**src/rtl/lt24_req_if.sv**
```systemverilog
// Request side of the LT24 write sequencer: CPU register port and pixel stream port.
// The master drives requests; the sequencer (slave) returns the ready strobes.
interface lt24_req_if #(
  parameter int DATA_W = 16
);
  logic              cmd_valid;
  logic              cmd_ready;
  logic              cmd_dc;
  logic [DATA_W-1:0] cmd_data;
  logic              pix_valid;
  logic              pix_ready;
  logic [DATA_W-1:0] pix_data;
  logic              pix_en;

  modport master (
    output cmd_valid, cmd_dc, cmd_data, pix_valid, pix_data, pix_en,
    input  cmd_ready, pix_ready
  );

  modport slave (
    input  cmd_valid, cmd_dc, cmd_data, pix_valid, pix_data, pix_en,
    output cmd_ready, pix_ready
  );
endinterface

```
**src/rtl/lt24_write_sequencer.sv**
```systemverilog
// LT24 8080-style write sequencer: LCD reset/power-up sequence, then timed word writes
// arbitrated between CPU commands and pixel stream. Define LT24_SEQ_STATS_EN for word_count.
module lt24_write_sequencer #(
  parameter int DATA_W       = 16,
  parameter int WR_LOW_CYC   = 2,
  parameter int WR_HIGH_CYC  = 2,
  parameter int RST_LOW_CYC  = 500,
  parameter int RST_WAIT_CYC = 6000,
  parameter int CNT_W        = 16
) (
  input  logic              clk,
  input  logic              reset_n,
  lt24_req_if.slave         bus,
  input  logic              hw_reset_req,
  output logic              busy,
  output logic              init_done,
  output logic [DATA_W-1:0] lcd_data_out,
  output logic              lcd_command_data,
  output logic              lcd_write,
  output logic              lcd_chipselect,
  output logic              lcd_reset_x
`ifdef LT24_SEQ_STATS_EN
  ,
  output logic [31:0]       word_count
`endif
);

  localparam logic [2:0] ST_RST_LOW  = 3'd0;
  localparam logic [2:0] ST_RST_WAIT = 3'd1;
  localparam logic [2:0] ST_IDLE     = 3'd2;
  localparam logic [2:0] ST_WR_LOW   = 3'd3;
  localparam logic [2:0] ST_WR_HIGH  = 3'd4;

  logic [2:0]        r_state;
  logic [CNT_W-1:0]  r_cnt;
  logic              r_busy;
  logic              r_init_done;
  logic [DATA_W-1:0] r_data;
  logic              r_dc;
  logic              r_wr;
  logic              r_cs;
  logic              r_reset_x;

  logic              w_last_rst_low;
  logic              w_last_rst_wait;
  logic              w_last_wr_low;
  logic              w_last_wr_high;
  logic              w_accept;
  logic              w_cmd_xfer;
  logic              w_pix_xfer;
  logic              w_xfer;
  logic [DATA_W-1:0] w_word_data;
  logic              w_word_dc;

  assign w_last_rst_low  = (r_cnt == CNT_W'(RST_LOW_CYC - 1));
  assign w_last_rst_wait = (r_cnt == CNT_W'(RST_WAIT_CYC - 1));
  assign w_last_wr_low   = (r_cnt == CNT_W'(WR_LOW_CYC - 1));
  assign w_last_wr_high  = (r_cnt == CNT_W'(WR_HIGH_CYC - 1));

  // A new word can be taken when idle, or in the final high cycle so writes chain back-to-back.
  assign w_accept = r_init_done &
                    ((r_state == ST_IDLE) || ((r_state == ST_WR_HIGH) && w_last_wr_high));

  assign bus.cmd_ready = w_accept;
  assign bus.pix_ready = w_accept & bus.pix_en & ~bus.cmd_valid;

  assign w_cmd_xfer  = bus.cmd_valid & bus.cmd_ready;
  assign w_pix_xfer  = bus.pix_valid & bus.pix_ready;
  assign w_xfer      = w_cmd_xfer | w_pix_xfer;
  assign w_word_data = w_cmd_xfer ? bus.cmd_data : bus.pix_data;
  assign w_word_dc   = w_cmd_xfer ? bus.cmd_dc : 1'b1;

  // NOTE: state registers use non-blocking assignments so every branch sees pre-edge values.
  always_ff @(posedge clk) begin
    if (!reset_n) begin
      r_state     <= ST_RST_LOW;
      r_cnt       <= '0;
      r_busy      <= 1'b1;
      r_init_done <= 1'b0;
      r_data      <= '0;
      r_dc        <= 1'b1;
      r_wr        <= 1'b1;
      r_cs        <= 1'b1;
      r_reset_x   <= 1'b0;
    end else if (hw_reset_req) begin
      // Any in-flight word is abandoned; the bus is released and the panel reset restarts.
      r_state     <= ST_RST_LOW;
      r_cnt       <= '0;
      r_busy      <= 1'b1;
      r_init_done <= 1'b0;
      r_wr        <= 1'b1;
      r_cs        <= 1'b1;
      r_reset_x   <= 1'b0;
    end else begin
      case (r_state)
        ST_RST_LOW: begin
          if (w_last_rst_low) begin
            r_state   <= ST_RST_WAIT;
            r_cnt     <= '0;
            r_reset_x <= 1'b1;
          end else begin
            r_cnt <= r_cnt + CNT_W'(1);
          end
        end
        ST_RST_WAIT: begin
          if (w_last_rst_wait) begin
            r_state     <= ST_IDLE;
            r_cnt       <= '0;
            r_init_done <= 1'b1;
            r_busy      <= 1'b0;
          end else begin
            r_cnt <= r_cnt + CNT_W'(1);
          end
        end
        ST_IDLE: begin
          if (w_xfer) begin
            r_state <= ST_WR_LOW;
            r_cnt   <= '0;
            r_busy  <= 1'b1;
            r_cs    <= 1'b0;
            r_wr    <= 1'b0;
            r_data  <= w_word_data;
            r_dc    <= w_word_dc;
          end
        end
        ST_WR_LOW: begin
          if (w_last_wr_low) begin
            r_state <= ST_WR_HIGH;
            r_cnt   <= '0;
            r_wr    <= 1'b1;
          end else begin
            r_cnt <= r_cnt + CNT_W'(1);
          end
        end
        ST_WR_HIGH: begin
          if (!w_last_wr_high) begin
            r_cnt <= r_cnt + CNT_W'(1);
          end else if (w_xfer) begin
            r_state <= ST_WR_LOW;
            r_cnt   <= '0;
            r_wr    <= 1'b0;
            r_data  <= w_word_data;
            r_dc    <= w_word_dc;
          end else begin
            r_state <= ST_IDLE;
            r_cnt   <= '0;
            r_busy  <= 1'b0;
            r_cs    <= 1'b1;
          end
        end
        default: begin
          r_state <= ST_RST_LOW;
          r_cnt   <= '0;
        end
      endcase
    end
  end

  assign busy             = r_busy;
  assign init_done        = r_init_done;
  assign lcd_data_out     = r_data;
  assign lcd_command_data = r_dc;
  assign lcd_write        = r_wr;
  assign lcd_chipselect   = r_cs;
  assign lcd_reset_x      = r_reset_x;

`ifdef LT24_SEQ_STATS_EN
  logic [31:0] r_word_count;

  // Only reset_n clears the count; hw_reset_req leaves it running.
  always_ff @(posedge clk) begin
    if (!reset_n) begin
      r_word_count <= '0;
    end else if (w_xfer) begin
      r_word_count <= r_word_count + 32'd1;
    end
  end

  assign word_count = r_word_count;
`endif

endmodule
```
**src/flat_wrapper.sv**
```systemverilog
// flat-port wrapper written by rule: the top's interface ports become plain ports
module lt24_write_sequencer_flat 
#(
  parameter int DATA_W       = 16,
  parameter int WR_LOW_CYC   = 2,
  parameter int WR_HIGH_CYC  = 2,
  parameter int RST_LOW_CYC  = 500,
  parameter int RST_WAIT_CYC = 6000,
  parameter int CNT_W        = 16
)
  (clk, reset_n, hw_reset_req, busy, init_done, lcd_data_out, lcd_command_data, lcd_write, lcd_chipselect, lcd_reset_x, bus_cmd_valid, bus_cmd_dc, bus_cmd_data, bus_pix_valid, bus_pix_data, bus_pix_en, bus_cmd_ready, bus_pix_ready);
  lt24_req_if #(.DATA_W(DATA_W)) bus_i ();
  input  logic clk;
  input  logic reset_n;
  input  logic hw_reset_req;
  output logic busy;
  output logic init_done;
  output logic [DATA_W-1:0] lcd_data_out;
  output logic lcd_command_data;
  output logic lcd_write;
  output logic lcd_chipselect;
  output logic lcd_reset_x;
  input wire logic [$bits(bus_i.cmd_valid)-1:0] bus_cmd_valid;
  input wire logic [$bits(bus_i.cmd_dc)-1:0] bus_cmd_dc;
  input wire logic [$bits(bus_i.cmd_data)-1:0] bus_cmd_data;
  input wire logic [$bits(bus_i.pix_valid)-1:0] bus_pix_valid;
  input wire logic [$bits(bus_i.pix_data)-1:0] bus_pix_data;
  input wire logic [$bits(bus_i.pix_en)-1:0] bus_pix_en;
  output wire logic [$bits(bus_i.cmd_ready)-1:0] bus_cmd_ready;
  output wire logic [$bits(bus_i.pix_ready)-1:0] bus_pix_ready;
  assign bus_i.cmd_valid = bus_cmd_valid;
  assign bus_i.cmd_dc = bus_cmd_dc;
  assign bus_i.cmd_data = bus_cmd_data;
  assign bus_i.pix_valid = bus_pix_valid;
  assign bus_i.pix_data = bus_pix_data;
  assign bus_i.pix_en = bus_pix_en;
  assign bus_cmd_ready = bus_i.cmd_ready;
  assign bus_pix_ready = bus_i.pix_ready;
  lt24_write_sequencer #(.DATA_W(DATA_W), .WR_LOW_CYC(WR_LOW_CYC), .WR_HIGH_CYC(WR_HIGH_CYC), .RST_LOW_CYC(RST_LOW_CYC), .RST_WAIT_CYC(RST_WAIT_CYC), .CNT_W(CNT_W)) u_core (.clk(clk), .reset_n(reset_n), .bus(bus_i), .hw_reset_req(hw_reset_req), .busy(busy), .init_done(init_done), .lcd_data_out(lcd_data_out), .lcd_command_data(lcd_command_data), .lcd_write(lcd_write), .lcd_chipselect(lcd_chipselect), .lcd_reset_x(lcd_reset_x));
endmodule
```
**config.mk**
```make
export PLATFORM = sky130hd
export DESIGN_NAME = lt24_write_sequencer_flat
export DESIGN_NICKNAME = d
export VERILOG_FILES = /design/src/rtl/lt24_req_if.sv /design/src/rtl/lt24_write_sequencer.sv /design/src/flat_wrapper.sv
export SDC_FILE = /design/constraint.sdc
export NUM_CORES = 1
export LEC_CHECK = 0
export BUFFER_PORTS_ARGS = -buffer_cell sky130_fd_sc_hd__buf_2
export CORE_MARGIN = 2
export CORE_UTILIZATION = 30
export DETAILED_ROUTE_END_ITERATION = 10
export SLEW_MARGIN = 20
export SYNTH_ARGS = -nofsm -noshare
export SYNTH_HDL_FRONTEND = slang
export SYNTH_SLANG_ARGS = --single-unit
```
**constraint.sdc**
```tcl
create_clock -name clk -period 6.6 [get_ports clk]
set_clock_uncertainty 0.15 [all_clocks]
set_input_delay 0.66 -clock clk [delete_from_list [all_inputs] [get_ports clk]]
set_output_delay 0.66 -clock clk [all_outputs]
set_load 0.03 [all_outputs]
```
==> results of run 1 <==
-- registers in the layout, summed over array words and instances, names as in the netlist --
| register | cells |
|---|---|
| u_core.busy | 1 |
| u_core.init_done | 1 |
| u_core.lcd_chipselect | 1 |
| u_core.lcd_command_data | 1 |
| u_core.lcd_data_out | 16 |
| u_core.lcd_reset_x | 1 |
| u_core.lcd_write | 1 |
| u_core.r_cnt | 16 |
| u_core.r_state | 3 |
-- cells by family after synthesis --
logic type | share of synthesized area, %
AO/OA/AOI/OAI | 15.6
buffers and inverters | 3.90
flip-flops | 38.8
AND/OR/NAND/NOR | 26.8
XOR/XNOR | 6.63
adder cells (fa/ha/maj) | 1.18
multiplexers | 7.10
-- worst reg2reg max path, stage by stage (launching register included) --
cell and delay, ns:
sky130_fd_sc_hd__dfxtp_1 0.39, sky130_fd_sc_hd__ha_1 0.25, sky130_fd_sc_hd__nand3_1 0.27, sky130_fd_sc_hd__or4_1 0.57
sky130_fd_sc_hd__a221o_1 0.45, sky130_fd_sc_hd__o21ai_4 0.40, sky130_fd_sc_hd__nor2_1 0.10
-- cells in the final DEF, fill, tap and decap left out, types with 6 or more instances in the layout --
cell type,count
sky130_fd_sc_hd__buf_2,62
sky130_fd_sc_hd__nor4_1,8
sky130_fd_sc_hd__o211a_1,15
sky130_fd_sc_hd__nor3_1,12
sky130_fd_sc_hd__nor2b_1,6
sky130_fd_sc_hd__dfxtp_1,41
sky130_fd_sc_hd__xnor2_1,14
sky130_fd_sc_hd__mux2i_1,15
sky130_fd_sc_hd__nand2_1,25
sky130_fd_sc_hd__nor2_1,23
sky130_fd_sc_hd__nand3_1,8
-- synth_stat cells, drive strengths merged, types with 4 or more instances --
| cell type | n | share of area [%] |
|---|---|---|
| xnor2 | 14 | 5.8 |
| nor2b | 6 | 1.8 |
| o21ai | 6 | 2.0 |
| mux2i | 15 | 7.1 |
| a21oi | 4 | 0.95 |
| dfxtp | 41 | 39 |
| or4 | 4 | 1.6 |
| nor3 | 12 | 2.8 |
| clkbuf | 12 | 2.1 |
| nand4 | 5 | 1.5 |
| o211a | 15 | 7.1 |
| nor2 | 23 | 4.1 |
| nand2 | 25 | 4.4 |
| buf | 5 | 1.2 |
| nor4 | 8 | 2.4 |
| nand3 | 8 | 1.9 |
-- worst max path at each step --
stage / slack [ns] / endpoint / start
finish: 3.29 / bus_pix_ready / u_core.r_cnt[0]
global route: 3.11 / bus_pix_ready / u_core.r_cnt[0]
CTS: 3.25 / bus_pix_ready / u_core.r_cnt[0]
detailed placement: 3.57 / bus_pix_ready / u_core.r_cnt[0]
global placement: 3.62 / bus_pix_ready / u_core.r_cnt[11]
floorplan: 3.64 / bus_pix_ready / u_core.r_cnt[11]
-- metrics by stage --
stage | area (um^2) | total power, mW
after floorplan | 2110 | 0.265
after global placement | 2490 | 0.279
after detailed placement | 2490 | 0.279
after CTS | 2600 | 0.476
after global routing | 2610 | 0.485
final | 2610 | 0.467
-- layout make-up --
class / instances / area, um^2
multi-input combinational: 181 / 1220
fill: 700 / 4180
clock inverter: 2 / 35.0
sequential: 41 / 821
clock buffer: 5 / 68.8
timing repair buffer: 64 / 333
tap: 96 / 120
inverter: 3 / 11.3
-- routing by layer --
metal | up-vias | track usage [%] | share of wire [%]
met5 | - | 0 | 0
met4 | 0 | 3.92 | 0.66
met3 | 2 | 2.45 | 3.0
met2 | 38 | 21.1 | 52
met1 | 893 | 15.7 | 44
li1 | 977 | - | -
-- power by group through the flow --
stage	clock, mW	combinational (mW)	sequential, mW
after global placement	0	0.0247	0.254
after detailed placement	0	0.0250	0.254
after global routing	0.210	0.0275	0.248
after floorplan	0	0.0113	0.254
after CTS	0.202	0.0250	0.248
final	0.194	0.0246	0.248
==> impl_summary.md, run 1 <==
Synth
The predominant post-synthesis flop cell is sky130_fd_sc_hd__dfxtp_1. Counting distinct cell types in the post-synthesis netlist gives 45. Synthesis produced 242 cells. The sequential fraction of the synthesis area is approximately two fifths.

The share of synthesized registers carrying an async set or reset is 0%. The count of state elements after synthesis is around 40. Each instance of the synthesized netlist takes up on average 8.74 um^2. Yosys mapped a number of flops with a built-in enable equal to 0. The synthesized netlist net count is 283. The cell area that synthesis handed to floorplanning was 2110 um^2. The Yosys step of the flow raised 0 warnings.

Timing
For the pin with the worst max-slew slack, the measured transition is between 0.9 and 1 ns. On the final layout, the worst hold slack is 0.308 ns. After layout, the worst setup slack is 3.29 ns. The number of pins with negative max-slew slack in the final report is 0. Setup total negative slack on the finished layout was measured at 0 ns. Based on the critical path, the design can be clocked at up to 0.302 GHz. The routed design could run at a clock period as short as 3.31 ns.

Setup violations remaining at the end of the flow were counted as 0. The hold violation count in the final report was 0. Setup repair after global routing left no endpoint under its margin.

The relative max-transition margin is 36.0%. The final worst-path cycle share is 50.2%.

Clock network
The count of hold buffers inserted by post-cts repair is 0. The maximum level of the CTS H-tree is 2. TritonCTS built the clock tree. The longest clock path from root to sink contains 2 buffers.

Clock latency on the worst-skew pair, taken at its later pin, is 0.29 ns. Counting the buffers created by CTS gives 5. The clock-pin slew on the worst setup and hold paths is roughly 0.070 ns. The total of cells resized after clock tree synthesis is 0. CTS saw 41 sinks. The root buffer cell is sky130_fd_sc_hd__clkbuf_8. The number of buffers inserted by post-CTS setup repair is 0.

Power and ir drop
The part of the power in combinational logic is under 10%. Net switching is 20.7% of the power. The analysis attributes to net switching a power of 96.4 uW. The maximum ir drop on the vdd rail is around 0.071 mV.

In this run the power density over the cells is 179 nW/um^2. The part of the total power dissipated in sequential elements is 53.2%. The cell internal power dissipation is 370 uW. The leakage power of the design is roughly 1.2 nW. The power share of the clock group is 41.5%.

Routing
The number of optimization iterations in the first detailed-route pass is 4. In the final routed layout, each cell accounts on average for 12.4 um. The number of DRC violations after detailed-routing iteration 0 is 85.

The detailed router placed 1910 vias in this run. Dividing the detail-routed via count by the number of cells gives between 4 and 5. The number of nets with antenna violations after detailed routing is 0. The detailed-route DRC error count is 0. The total wirelength of the detailed-routed design is 4.87 mm.

Die
The die is about 88 um wide. From bottom edge to top edge, the die measures 88.0 um. The initialized floorplan defines 30 standard-cell rows.

The core region is 6790 um^2. The die covers about 7700 um^2. The number of I/O pins is 63. Once the floorplan was initialized, standard cells occupied 31.1% of the core.

Job
The max capacitance violation total is 0.

Critical path
The cell family contributing the most delay on the critical path is simple AND/OR/NAND/NOR gates. The worst register-to-register path ends at u_core.r_cnt[11]. At the worst endpoint, the arrival time is 2.50 ns. The largest individual stage delay along the critical path comes from the cell sky130_fd_sc_hd__dfxtp_1.

Across all register-to-register paths, the minimum setup slack is 3.89 ns. The worst reg2reg path depth is 6. At the worst endpoint, the required time is 5.79 ns. The number of buffers and inverters on the critical path is 1. The critical path goes through ha_1 -> nor4b_1 -> nand4b_1 -> o21ai_0 -> and2_1 -> and3b_1 -> buf_2. The critical path in this run is classified as register to output pin. STA classifies the critical path startpoint as a register. The largest driver fanout on the critical path is 6. The logic depth of the worst setup path including buffers is 7. The element type at the critical path end is an output pin. The beginning of the worst register-to-register path is u_core.r_cnt[0].

For this run, the slowest stage of the critical path takes 0.39 ns.

Placed design
The count of input and output buffers is 62. Summed over all nets, the half-perimeter wirelength after detailed placement is between 3 and 4 mm. In this run, placement finished with an instance count of approximately 380.

At the end of routability-driven placement, the weighted congestion stood at 0.839. Before CTS, the worst setup slack after placement is 3.57 ns.

Global route
The final global-route overflow total is 0. The number of global-route vias before repair was 1692. The initial antenna violation count came to 0. The largest net degree at the start of global routing is 35.

Global routing consumed, over all layers together, around 12% of the routing resources. The wire length of the first global-routing pass is 7.71 mm.

Final layout
Cells fill 38.5% of the core in the end. The synthesis-to-layout area growth is 23.6%. Cells with a size suffix above 1 make up 26.4% of the layout. The net count of the finished layout is 337.

The repair_antennas step left the layout with diodes totalling 0. The filler-free cell count of the finished design is 392.

Status
The run finished with clean final reports.

Hold path
In this run the worst hold path is classified as register to register. Counting instances, the worst hold path has a depth of 1. The worst hold path begins at u_core.lcd_write. For hold timing, the worst endpoint is u_core.lcd_write.
No activity file was read; power rests on OpenSTA's default activity.
==> run 2, diff against run 1 <==
==> constraint.sdc (replaced) <==
create_clock -name clk -period 2.9 [get_ports clk]
set_clock_uncertainty 0.15 [all_clocks]
set_input_delay 0.29 -clock clk [delete_from_list [all_inputs] [get_ports clk]]
set_output_delay 0.29 -clock clk [all_outputs]
set_load 0.03 [all_outputs]
==> impl_summary.md, run 2 (synthesis gave the netlist of run 1 again) <==
Power and ir drop
The leakage power of the design was 1.20 nW (+1.8%). The proportion of total power due to net switching was 20.9% (+0.22 points). The overall power is 1.10 mW (+140%). The part of the power in combinational logic was 5.2% (about the same).

The power density of the placed cells is 416 nW/um^2 (+130%). The power share of the clock group was 43.6% (+2.1 points). The switching power is 231 uW (+140%). The maximum ir drop on the vdd rail came to 0.164 mV (+130%). The part of the total power dissipated in sequential elements is 51.2% (-2.0 points). The cell internal power dissipation is 873 uW (+140%).

Die
The initial core utilization came to 31.1% (unchanged). The width of the chip was 88.0 um (unchanged). The total die area is 7740 um^2 (unchanged). The total core area is 6790 um^2 (unchanged).

The number of I/O pins is 63 (unchanged). The height of the die was 88.0 um (unchanged). The number of core rows is 30 (unchanged).

Clock network
The clock-pin slew on the worst setup and hold paths is 0.08 ns (about the same). Clock tree synthesis selected as its root buffer the cell sky130_fd_sc_hd__clkbuf_8. The total of cells resized after clock tree synthesis is 0 (unchanged). The number of buffers inserted by post-CTS setup repair is 0 (unchanged). TritonCTS built the clock tree. The latest clock arrival within the worst-skew pair is 0.29 ns (about the same). The maximum level of the CTS H-tree came to 2 (unchanged). The CTS buffer count came to 5 (unchanged).

The maximum number of buffers from clock root to sink was 2 (unchanged). The count of hold buffers inserted by post-cts repair came to 0 (unchanged). The clock sink count is 41 (unchanged).

Final layout
The share of layout cells above drive strength 1 came to 27.6% (+1.2 points). The filler-free cell count of the finished design is 397 (+1.3%). Leaving out fill and tap cells, the most frequent cell in the layout is sky130_fd_sc_hd__buf_2. The number of nets in the layout was 341 (+1.2%).

Relative to the synthesized area, the layout overhead comes to 25.4%. The cell area after layout is 2650 um^2 (+1.5%). The number of diodes is 0 (unchanged). The post-layout utilization of the core is 39.0% (+0.57 points). Leaving out fill and tap cells, the most frequent cells in the layout are sky130_fd_sc_hd__buf_2 (62), sky130_fd_sc_hd__dfxtp_1 (41), sky130_fd_sc_hd__nand2_1 (25).

Critical path
The critical path arrival was 2.70 ns (+0.20 ns). The worst setup path is launched from a register. The setup path with the least slack is of type register to register. The worst reg2reg path depth came to 5 (-1).

The endpoint of the worst register-to-register path is u_core.r_cnt[6]. The critical path goes through or4_4 -> or4_1 -> a221o_1 -> o21ai_4 -> nor2_1. The slowest library cell on the worst path is sky130_fd_sc_hd__or4_4.

The element type at the critical path end is a register. The delay of the slowest critical-path stage is 0.57 ns (+0.18 ns). The worst register-to-register path begins at u_core.r_cnt[11].

The worst-case register-to-register setup slack is 0.22 ns (-3.67 ns). The largest driver fanout on the critical path is 16 (+10). Following the worst setup path forward leads to its endpoint at u_core.r_cnt[6]. The critical path starts at u_core.r_cnt[11].

The critical path required time is 2.91 ns (-2.88 ns).

Timing
The final setup TNS is 0 ns (unchanged). The number of pins with negative max-slew slack in the final report is 0 (unchanged). In the finished design, the share of the clock period the worst path needs comes to 92.5%. The hold violation count in the final report is 0 (unchanged). The final setup violation count is 0 (unchanged). The relative max-transition margin is 64.4% (+28 points). The slew at the pin closest to its max-slew limit is 0.533 ns (-0.428 ns).

The post-layout minimum cycle time is ~2.7 ns. For this run, the top clock speed supported by timing is 0.373 GHz. Setup repair after global routing left no endpoint under its margin.

Global route
The initial antenna violation count is 0 (unchanged). The wire length of the first global-routing pass is 7.91 mm (+2.5%). The largest net degree at the start of global routing was 35 (unchanged). The final global-route overflow total is 0 (unchanged). The number of global-route vias before repair is 1703 (+0.65%). The global-route usage over all layers is 12.7% (+0.32 points).

Routing
The number of nets with antenna violations after detailed routing came to 0 (unchanged). The detailed-route DRC error count is 0 (unchanged). The number of optimization iterations in the first detailed-route pass is 4 (unchanged). The total wirelength of the detailed-routed design is 4.94 mm (+1.3%). The via count of the routed design is 1900 (-0.52%).

The number of DRC violations after detailed-routing iteration 0 came to 68 (-20%). The via count normalized by instance count was 4.79 (-1.8%). The average wire length per cell after detail routing is 12.4 um (about the same).

Placed design
The last weighted congestion value of the routability-driven placer is 0.806 (-3.9%). The count of input and output buffers was 62 (unchanged). The HPWL after detailed placement is 3.67 mm (+3.6%). The cell count after placement was 389 (+1.3%). The area of placed instances is 2530 um^2 (+1.5%).

Status
The flow ran to the end, and the final reports show no timing, DRC or antenna violations.

Hold path
The min-delay analysis places its worst path in the category input pin to register.

Job
The max capacitance violation total came to 0 (unchanged).
## run 2: metal layers
metal	track usage [%]	routed length, um	up-vias
li1	-	-	984
met1	16.4	2270	883
met5	0	0	-
met3	2.54	146	7
met2	21.0	2450	26
met4	4.62	70	0
## run 2: cell type report
cell class / count / area [um^2]
clock buffers: 6 / 82.6
clock inverters: 2 / 37.5
fillers: 712 / 4140
inverters: 3 / 11.3
multi-input cells: 181 / 1220
flip-flops and latches: 41 / 821
well taps: 96 / 120
repair buffers: 68 / 355
## run 2: critical path: cells and delay by family, from the launching register on
kind             cells  cell delay, ns
AO/OA/AOI/OAI        2            0.85
flip-flops           1            0.34
AND/OR/NAND/NOR      3            1.20
## run 2: metrics by stage
stage	hold slack (ns)	worst slack, ns
after floorplan	0.321	0.312
after global placement	0.283	0.255
after detailed placement	0.292	0.215
after CTS	0.133	0.117
after global routing	0.153	0.0736
final	0.143	0.218
## run 2: power by group through the flow
stage	Sequential, mW	Combinational [mW]	Clock, mW
floorplan	0.578	0.0258	0
detailed placement	0.579	0.0580	0
global placement	0.579	0.0575	0
CTS	0.565	0.0583	0.493
global route	0.566	0.0640	0.521
finish	0.565	0.0577	0.481
## run 2: how the worst min path moves through the flow
stage / start / to / slack, ns / cells after the start
final: bus_cmd_data[13] / u_core.lcd_data_out[13] / 0.14 / 3
after CTS: bus_cmd_data[13] / u_core.lcd_data_out[13] / 0.13 / 3
after global placement: u_core.lcd_write / u_core.lcd_write / 0.28 / 1
after global routing: bus_cmd_data[13] / u_core.lcd_data_out[13] / 0.15 / 3
after floorplan: u_core.r_cnt[1] / u_core.r_cnt[1] / 0.32 / 2
after detailed placement: u_core.lcd_write / u_core.lcd_write / 0.29 / 1
==> run 3, diff against run 2 <==
--- a/config.mk
+++ b/config.mk
@@ -9,6 +9,7 @@
 export CORE_MARGIN = 2
 export CORE_UTILIZATION = 30
 export DETAILED_ROUTE_END_ITERATION = 10
+export RECOVER_POWER = 50
 export SLEW_MARGIN = 20
 export SYNTH_ARGS = -nofsm -noshare
 export SYNTH_HDL_FRONTEND = slang
==> impl_summary.md, run 3 (synthesis gave the netlist of run 1 again) <==
Status
The flow ran to the end, and the final reports show no timing, DRC or antenna violations.

Final layout
The share of layout cells above drive strength 1 came to 19.9% (-7.6 points). The number of diodes is 0 (unchanged). Compared with the post-synthesis result, the final layout area differs by 23.8%. The number of nets in the layout came to 341 (unchanged). The filler-free cell count of the finished design came to 397 (unchanged).

In the layout the commonest cells are sky130_fd_sc_hd__dfxtp_1 (41), sky130_fd_sc_hd__buf_2 (40), sky130_fd_sc_hd__nand2_1 (25). The cell area after layout is 2620 um^2 (-1.3%). The post-layout utilization of the core was 38.5% (-0.50 points). Leaving out fill and tap cells, the most frequent cell in the layout is sky130_fd_sc_hd__dfxtp_1. The count of filler cells inserted in the layout is 728 (+2.2%).

Critical path
The critical path is of the register to register type. The critical path required time is 2.91 ns (about the same). The worst setup path is launched from a register. The critical path arrival came to 2.70 ns (about the same). The beginning of the worst register-to-register path is u_core.r_cnt[11]. The launching element of the worst setup path is u_core.r_cnt[11]. The largest driver fanout on the critical path came to 16 (unchanged). The worst setup path is captured at a register.

Hold path
The min-delay analysis places its worst path in the category input pin to register. The startpoint identified for the worst hold timing path is bus_cmd_data[13].

Timing
The post-layout minimum cycle time is 2.68 ns (+0.000725 ns). The maximum clock frequency is 0.373 GHz (about the same). The number of pins with negative max-slew slack in the final report was 0 (unchanged). The final setup violation count is 0 (unchanged). The relative max-transition margin is 60.0% (-4.4 points). The final setup TNS came to 0 ns (unchanged). The hold violation count in the final report came to 0 (unchanged).

Setup repair after global routing left no endpoint under its margin. The tightest hold margin was 0.146 ns (+0.00356 ns). The worst-case setup margin in the final layout is 0.218 ns (-0.000725 ns). The slew at the pin closest to its max-slew limit is 0.600 ns (+0.0666 ns). The final worst-path cycle share is 92.5% (about the same).

Routing
The number of optimization iterations in the first detailed-route pass is 4 (unchanged). The via count of the routed design is 1914 (+0.74%). The number of nets with antenna violations after detailed routing is 0 (unchanged). The detailed-route DRC error count came to 0 (unchanged).

The number of DRC violations after detailed-routing iteration 0 is 66 (-2.9%). The via count normalized by instance count is 4.82 (+0.74%). The average wire length per cell after detail routing is 12.5 um (+0.73%). The total wirelength of the detailed-routed design is 4.97 mm (+0.73%).

Power and ir drop
The maximum ir drop on the vdd rail was 0.164 mV (about the same). The power density of the placed cells came to 421 nW/um^2 (+1.2%). The overall power was 1.10 mW (-0.11%). The leakage power of the design is 1.11 nW (-7.4%).

Clock network
The count of hold buffers inserted by post-cts repair is 0 (unchanged). The maximum level of the CTS H-tree is 2 (unchanged). The total of cells resized after clock tree synthesis is 0 (unchanged).

The latest clock arrival within the worst-skew pair is 0.29 ns (about the same). TritonCTS built the clock tree. The number of buffers inserted by post-CTS setup repair is 0 (unchanged). The clock-pin slew on the worst setup and hold paths is 0.08 ns (about the same). The clock sink count came to 41 (unchanged).

The maximum number of buffers from clock root to sink was 2 (unchanged). The root buffer cell chosen for the clock tree is sky130_fd_sc_hd__clkbuf_8. The CTS buffer count is 5 (unchanged).

Die
The total core area was 6790 um^2 (unchanged). The initial core utilization is 31.1% (unchanged). The total die area is 7740 um^2 (unchanged). The width of the chip is 88.0 um (unchanged). The number of core rows came to 30 (unchanged).

The number of I/O pins is 63 (unchanged). The height of the die is 88.0 um (unchanged).

Placed design
The area of placed instances came to 2530 um^2 (unchanged). The last weighted congestion value of the routability-driven placer came to 0.806 (unchanged). The setup slack at placement is 0.215 ns (unchanged). The HPWL after detailed placement is 3.67 mm (unchanged). The count of input and output buffers is 62 (unchanged). The cell count after placement is 389 (unchanged).

Job
The max capacitance violation total is 0 (unchanged).

Global route
The number of global-route vias before repair is 1703 (unchanged). The largest net degree at the start of global routing is 35 (unchanged). The wire length of the first global-routing pass is 7.91 mm (unchanged).

The initial antenna violation count was 0 (unchanged). The final global-route overflow total was 0 (unchanged). The global-route usage over all layers is 12.7% (unchanged).
==> run 3: metal layers <==
layer	global-route usage [%]	vias up	part of all wire, %
li1	-	985	-
met1	16.4	894	46
met2	21.0	28	50
met3	2.54	7	3.2
met4	4.62	0	1.4
met5	0	-	0
==> run 3: where the power goes <==
part / switching [mW] / internal, mW
Combinational: 0.0280 / 0.0290
Sequential: 0.00164 / 0.564
Clock: 0.200 / 0.280
Total: 0.230 / 0.873
==> run 3: worst max-delay path: stages, from the launching register on <==
cell	delay, ns
sky130_fd_sc_hd__dfxtp_1	0.34
sky130_fd_sc_hd__or4_4	0.57
sky130_fd_sc_hd__or4_1	0.53
sky130_fd_sc_hd__a221o_1	0.44
sky130_fd_sc_hd__o21ai_4	0.41
sky130_fd_sc_hd__nor2_1	0.10
==> run 3: final timing paths <==
kind,to,slack [ns],cells after the start
worst min register to register,u_core.lcd_write,0.31,1
worst max-delay path,u_core.r_cnt[6],0.22,5
worst max register to register,u_core.r_cnt[6],0.22,5
worst min-delay path,u_core.lcd_data_out[13],0.15,3
==> run 3: area by class of cell <==
class,instances,area [um^2],area share [%]
Clock inverter,2,37.5,1.43
Inverter,3,11.3,0.430
Sequential cell,41,821,31.4
Tap cell,96,120,4.59
Timing Repair Buffer,68,322,12.3
Multi-Input combinational cell,181,1220,46.7
Clock buffer,6,82.6,3.15
